==> config.mk <==
export PLATFORM = sky130hd
export DESIGN_NAME = pong_engine
export DESIGN_NICKNAME = d
export VERILOG_FILES = /design/src/rtl/pong_engine.sv
export SDC_FILE = /design/constraint.sdc
export NUM_CORES = 1
export LEC_CHECK = 0
export ABC_AREA = 0
export ABC_CLOCK_PERIOD_IN_PS = 9200
export BUFFER_PORTS_ARGS = -buffer_cell sky130_fd_sc_hd__buf_2
export CELL_PAD_IN_SITES_DETAIL_PLACEMENT = 1
export CELL_PAD_IN_SITES_GLOBAL_PLACEMENT = 2
export CORE_MARGIN = 8
export CORE_UTILIZATION = 36
export CTS_CLUSTER_SIZE = 40
export DETAILED_ROUTE_END_ITERATION = 8
export PLACE_DENSITY_LB_ADDON = 0.1
export SLEW_MARGIN = 10
export SYNTH_ARGS = -nofsm -noshare
export SYNTH_HDL_FRONTEND = slang
export SYNTH_SLANG_ARGS = --single-unit
==> constraint.sdc <==
create_clock -name clk -period 9.2 [get_ports clk]
set_clock_uncertainty 0.2 [all_clocks]
set_input_delay 2.76 -clock clk [delete_from_list [all_inputs] [get_ports clk]]
set_output_delay 2.76 -clock clk [all_outputs]
set_load 0.01 [all_outputs]
==> src/rtl/pong_engine.sv <==
// Pong game core: frame-tick physics, serve/play/pause/over FSM, scoring,
// and a registered pixel renderer driven by external VGA counters.
module pong_engine #(
  parameter int H_RES        = 640,
  parameter int V_RES        = 480,
  parameter int PADDLE_H     = 64,
  parameter int PADDLE_W     = 8,
  parameter int PAD_MARGIN   = 16,
  parameter int BALL_SIZE    = 8,
  parameter int BALL_STEP    = 2,
  parameter int SERVE_FRAMES = 60,
  parameter int WIN_SCORE    = 9,
  parameter int SCORE_W      = 8,
  parameter int COLOR_W      = 4
) (
  input  logic                   clk,
  input  logic                   reset,
  input  logic [10:0]            hcount,
  input  logic [10:0]            vcount,
  input  logic                   blank,
  input  logic [31:0]            y_pos_1,
  input  logic [31:0]            y_pos_2,
  input  logic [31:0]            ctrl,
  output logic [COLOR_W-1:0]     VGA_R,
  output logic [COLOR_W-1:0]     VGA_G,
  output logic [COLOR_W-1:0]     VGA_B,
  output logic [2*SCORE_W-1:0]   score,
  output logic                   game_over,
  output logic [2:0]             state
);
  localparam int CX   = (H_RES - BALL_SIZE) / 2;
  localparam int CY   = (V_RES - BALL_SIZE) / 2;
  localparam int LF   = PAD_MARGIN + PADDLE_W;
  localparam int RF   = H_RES - PAD_MARGIN - PADDLE_W - BALL_SIZE;
  localparam int XMAX = H_RES - BALL_SIZE;
  localparam int YMAX = V_RES - BALL_SIZE;
  localparam int PMAX = V_RES - PADDLE_H;

  localparam logic signed [12:0] STEP_S = 13'(BALL_STEP);
  localparam logic signed [12:0] ZERO_S = 13'sd0;
  localparam logic signed [12:0] LF_S   = 13'(LF);
  localparam logic signed [12:0] RF_S   = 13'(RF);
  localparam logic signed [12:0] XMAX_S = 13'(XMAX);
  localparam logic signed [12:0] YMAX_S = 13'(YMAX);

  localparam logic [COLOR_W-1:0] C_MAX  = '1;
  localparam logic [COLOR_W-1:0] C_HALF = COLOR_W'(1) << (COLOR_W - 1);
  localparam logic [COLOR_W-1:0] C_QTR  = COLOR_W'(1) << (COLOR_W - 2);

  typedef enum logic [2:0] {
    IDLE = 3'd0, SERVE = 3'd1, PLAY = 3'd2, PAUSE = 3'd3, OVER = 3'd4
  } state_t;

  state_t             st, st_n;
  logic               eq, eq_d, tick;
  logic [10:0]        bx, by, bx_n, by_n, p1, p2, p1_n, p2_n;
  logic               dx, dy, dx_n, dy_n;   // dx=1 moving right, dy=1 moving down
  logic [SCORE_W-1:0] s1, s2, s1_n, s2_n;
  logic [15:0]        cnt, cnt_n;
  logic signed [12:0] nx, ny;
  logic               ov1, ov2, pt1, pt2;
  logic               run, pause, restart, unused;

  assign run     = ctrl[0];
  assign pause   = ctrl[1];
  assign restart = ctrl[2];
  assign unused  = ^ctrl[31:3];

  assign ov1 = (({1'b0, by} + 12'(BALL_SIZE)) > {1'b0, p1}) && ({1'b0, by} < ({1'b0, p1} + 12'(PADDLE_H)));
  assign ov2 = (({1'b0, by} + 12'(BALL_SIZE)) > {1'b0, p2}) && ({1'b0, by} < ({1'b0, p2} + 12'(PADDLE_H)));

  always_comb begin
    st_n = st; bx_n = bx; by_n = by; dx_n = dx; dy_n = dy;
    p1_n = p1; p2_n = p2; s1_n = s1; s2_n = s2; cnt_n = cnt;
    pt1 = 1'b0; pt2 = 1'b0;
    ny = $signed({2'b00, by}) + (dy ? STEP_S : -STEP_S);
    nx = $signed({2'b00, bx}) + (dx ? STEP_S : -STEP_S);
    if (tick) begin
      p1_n = (y_pos_1 > 32'(PMAX)) ? 11'(PMAX) : y_pos_1[10:0];
      p2_n = (y_pos_2 > 32'(PMAX)) ? 11'(PMAX) : y_pos_2[10:0];
      case (st)
        IDLE:  if (run) st_n = SERVE;
        SERVE: if (cnt == 16'(SERVE_FRAMES - 1)) begin
                 cnt_n = '0;
                 st_n  = PLAY;
               end else cnt_n = cnt + 16'd1;
        PLAY:  if (pause) st_n = PAUSE;
               else begin
                 if (ny <= ZERO_S) begin
                   by_n = '0; dy_n = 1'b1;
                 end else if (ny >= YMAX_S) begin
                   by_n = 11'(YMAX); dy_n = 1'b0;
                 end else by_n = ny[10:0];
                 bx_n = nx[10:0];
                 if (!dx && nx <= LF_S && ov1) begin
                   bx_n = 11'(LF); dx_n = 1'b1;
                 end else if (!dx && nx <= ZERO_S) pt2 = 1'b1;
                 else if (dx && nx >= RF_S && ov2) begin
                   bx_n = 11'(RF); dx_n = 1'b0;
                 end else if (dx && nx >= XMAX_S) pt1 = 1'b1;
               end
        PAUSE: if (!pause) st_n = PLAY;
        default: ;
      endcase
    end
    // A point freezes the ball; the serve re-centres it unless the game is won.
    if (pt1 || pt2) begin
      if (pt1) s1_n = s1 + 1'b1;
      else     s2_n = s2 + 1'b1;
      bx_n = bx; by_n = by; dx_n = dx; dy_n = dy;
      if ((pt1 && s1_n == SCORE_W'(WIN_SCORE)) || (pt2 && s2_n == SCORE_W'(WIN_SCORE)))
        st_n = OVER;
      else begin
        st_n = SERVE; cnt_n = '0;
        bx_n = 11'(CX); by_n = 11'(CY); dx_n = pt1;
      end
    end
    if (restart) begin
      st_n = IDLE; s1_n = '0; s2_n = '0; cnt_n = '0;
      bx_n = 11'(CX); by_n = 11'(CY); dx_n = 1'b1; dy_n = 1'b1;
    end
  end

  // Edge detector resets "high" so a reset while vcount sits at V_RES cannot tick.
  always_ff @(posedge clk) begin
    if (reset) begin
      st <= IDLE; bx <= 11'(CX); by <= 11'(CY); dx <= 1'b1; dy <= 1'b1;
      p1 <= 11'(PMAX / 2); p2 <= 11'(PMAX / 2);
      s1 <= '0; s2 <= '0; cnt <= '0;
      eq <= 1'b1; eq_d <= 1'b1; tick <= 1'b0;
    end else begin
      eq   <= (vcount == 11'(V_RES));
      eq_d <= eq;
      tick <= eq & ~eq_d;
      st <= st_n; bx <= bx_n; by <= by_n; dx <= dx_n; dy <= dy_n;
      p1 <= p1_n; p2 <= p2_n; s1 <= s1_n; s2 <= s2_n; cnt <= cnt_n;
    end
  end

  assign score     = {s1, s2};
  assign game_over = (st == OVER);
  assign state     = st;

  logic [11:0] h, v;
  logic        in_ball, in_p1, in_p2, in_net;
  assign h = {1'b0, hcount};
  assign v = {1'b0, vcount};
  assign in_ball = (h >= {1'b0, bx}) && (h < {1'b0, bx} + 12'(BALL_SIZE)) &&
                   (v >= {1'b0, by}) && (v < {1'b0, by} + 12'(BALL_SIZE));
  assign in_p1 = (h >= 12'(PAD_MARGIN)) && (h < 12'(PAD_MARGIN + PADDLE_W)) &&
                 (v >= {1'b0, p1}) && (v < {1'b0, p1} + 12'(PADDLE_H));
  assign in_p2 = (h >= 12'(H_RES - PAD_MARGIN - PADDLE_W)) && (h < 12'(H_RES - PAD_MARGIN)) &&
                 (v >= {1'b0, p2}) && (v < {1'b0, p2} + 12'(PADDLE_H));
  assign in_net = ((hcount == 11'(H_RES / 2 - 1)) || (hcount == 11'(H_RES / 2))) && !vcount[3];

  always_ff @(posedge clk) begin
    if (reset || blank) begin
      VGA_R <= '0; VGA_G <= '0; VGA_B <= '0;
    end else if (in_ball) begin
      VGA_R <= C_MAX; VGA_G <= C_MAX; VGA_B <= C_MAX;
    end else if (in_p1) begin
      VGA_R <= '0; VGA_G <= C_MAX; VGA_B <= '0;
    end else if (in_p2) begin
      VGA_R <= '0; VGA_G <= '0; VGA_B <= C_MAX;
    end else if (in_net) begin
      VGA_R <= C_HALF; VGA_G <= C_HALF; VGA_B <= C_HALF;
    end else begin
      VGA_R <= (st == OVER) ? C_QTR : '0; VGA_G <= '0; VGA_B <= '0;
    end
  end
endmodule

==> impl_results.md <==
- Max Root-Sink Buffers: 2
- Buffers on Ports: 123
- Maxcap violations: 0
- Finished layout cell area: 9047 um2
- Final worst path period share: 0.5904
- Critical-path cell list: buf_2 > or3_1 > nor2_1 > nand2_1 > o31ai_1 > nand2_1 > o21bai_1 > o41ai_4 > o211ai_1 > buf_4 > o32a_1
- Critical Path RT: 9.23 ns
- CTS H-tree lvls: 3
- Finished Layout Cells: 1354
- Sink Count: 89
- CTS tree: yes
- Die height: 163.6 um
- Drt wl/cell: 18.17 um
- Share of the yosys chip area belonging to registers: 0.2271
- Antenna Cells: 0
- Post-CTS sizing: 0
- Nets@finish: 1323
- Area delta synth->final: 15.31%
- Max-slew headroom: 0.4663
- Drt first-iter violations: 309
- Total grt overflow: 0
- Number of synthesized flops with an enable pin: 0
- Startpoint types: input port
- Slowest cell on crit path: o41ai_4
- Clock transition at path regs: 0.06 ns
- Count leader, synth: ha_1
- Post-synth top cells: ha_1, nor2_1, dfxtp_1
- Hold crit path type: reg -> reg
- Detail Route Antenna Nets: 0
- Cell Pwr Density: 100.6 nW/um2
- Distinct cells, synth: 78
- Most used DFF post-synth: dfxtp_1
- Pre-CTS setup slack: 3.396 ns
- FF/Latch Area: 1782 um2
- Starting density of the core: 0.3629
- Die area: 26770 um2
- First-pass GRT wire length: 40660 um
- Share of cells above drive strength 1: 0.1462
- Inst Count DP: 1338
- Pin count of the biggest net entering global routing: 29
- DP HPWL: 19960 um
- Synth Net Count: 1210
- Total Wirelength: 24600 um
- CTS Buf Count: 9
- Horiz. Die Dim: 163.6 um
- Total track usage: 0.1879
- Crit-path most repeated cell: nand2_1
- Critical Path AT: 5.46 ns
- Syn. warnings: 0
- Multi-input gate area: 5673 um2
- Synthesized area: 7846 um2
- Status: completed
- Hold_buf cts: 0
- DR DRC count: 0
- Clock Latency Late Sink: 0.36 ns
- Critical path class: in -> reg
- CP peak stage delay: 0.54 ns
- RSZ-0062 raised after global routing: no
- Endpoints failing hold: 0
- Number of fill cells in the layout: 2642
- Worst Tran Pin Value: 0.7968 ns
- Row count: 54
- Ys async rst share: 0
- Routability Congestion: 0.7784
- Vias: 7249
- CP Max Fanout: 20
- Vias in the first global route: 7745
- Clk Tree Root Cell: clkbuf_16
- Initial antenna violation count: 0
- Setup TNS: 0 ns
- DP Area: 8717 um2
- Final min period: 5.432 ns
- Avg Synthesized Cell Area: 8.207 um2
- Flop and latch count out of synthesis: 89
- Pins Over Slew Limit: 0
- Core area: 21620 um2
- Synth top area share: 0.2271
- Hold slack: 0.1882 ns
- Pleak: 4.009 nW
- Post-Syn Instances: 956
- Vias/cell: 5.354
- Fmax: 184.1 MHz
- Area contributors post-synth: dfxtp_1, ha_1, nor2_1
- Largest area contributor in the netlist: dfxtp_1
- Peak VDD IR: 0.00007963 V
- Drt pass-1 iters: 5
- Final worst slack: 3.768 ns
- Final setup violation count: 0
- Crit end category: flip-flop
- Post-CTS Setup Bufs: 0
- Num ports: 153
[cell type report]
cell class	count	area share
multi-input combinational	770	0.6270
sequential	89	0.1969
timing repair buffer	126	0.07053
tap	280	0.03872
inverter	73	0.03029
clock buffer	12	0.02835
clock inverter	4	0.008159
[kinds of logic (layout without fill, tap and decap cells)]
group	count (synthesis)	count (layout)	share of synthesized area
compound gates	233	233	0.2113
xor+xnor	62	62	0.06921
fa+ha+maj	133	133	0.2140
buf+inv	97	215	0.04991
flops	89	89	0.2271
mux	7	7	0.009568
simple gates	335	335	0.2189
[final timing paths]
| kind | from | endpoint | slack (ns) | depth (start not counted) |
|---|---|---|---|---|
| setup / recovery | ctrl[1] | bx[4]$_SDFFE_PP1P_ | 3.77 | 11 |
| hold / removal | eq_d$_SDFF_PP1_ | tick$_SDFF_PP0_ | 0.19 | 1 |
| setup reg to reg | by[3]$_SDFFE_PP1P_ | bx[4]$_SDFFE_PP1P_ | 4.33 | 16 |
| hold reg to reg | eq_d$_SDFF_PP1_ | tick$_SDFF_PP0_ | 0.19 | 1 |
[layer usage]
metal | vias to the layer above | track usage | part of all wire
met5 | - | 0 | 0
met3 | 9 | 0.02646 | 0.023
met4 | 0 | 0.03388 | 0.010
li1 | 3731 | - | -
met1 | 3445 | 0.2451 | 0.48
met2 | 64 | 0.3257 | 0.48
[cell usage in the layout (no fill, tap or decap), types with 18 or more instances in the layout]
master	count
nor2_1	91
nand2_1	53
o21ai_0	38
buf_2	123
dfxtp_1	89
xnor2_1	35
nand2b_1	18
xor2_1	27
a21oi_1	36
nor3_1	22
inv_1	72
o21a_1	26
ha_1	131
nor4_1	21
nand3_1	50
[metrics by stage]
step	total power, mW	util
after CTS	0.9284	0.4185
final	0.9099	0.4185
after global placement	0.4954	0.4032
after floorplan	0.4502	-
after detailed placement	0.4980	0.4032
after global routing	0.9554	0.4185
[power by group]
part	switching, mW	internal (mW)	total, mW	leakage [nW]
clock network	0.167	0.254	0.421	0.163
registers	0.00235	0.387	0.390	0.719
logic	0.0555	0.0439	0.0994	3.13
[flip-flops by register name, summed over array words and instances, names as in the netlist]
name   count
VGA_B      2
VGA_G      2
VGA_R      3
bx        10
by        10
cnt       16
dx         1
dy         1
eq         1
eq_d       1
p1        11
p2        11
s1         8
s2         8
state      3
tick       1
[worst max-delay path: cells and delay by family]
kind | cells | cell delay, ns
simple gates | 4 | 0.93
buf+inv | 2 | 0.36
compound gates | 5 | 1.42
Note: power is estimated with default switching activity, not from simulation.
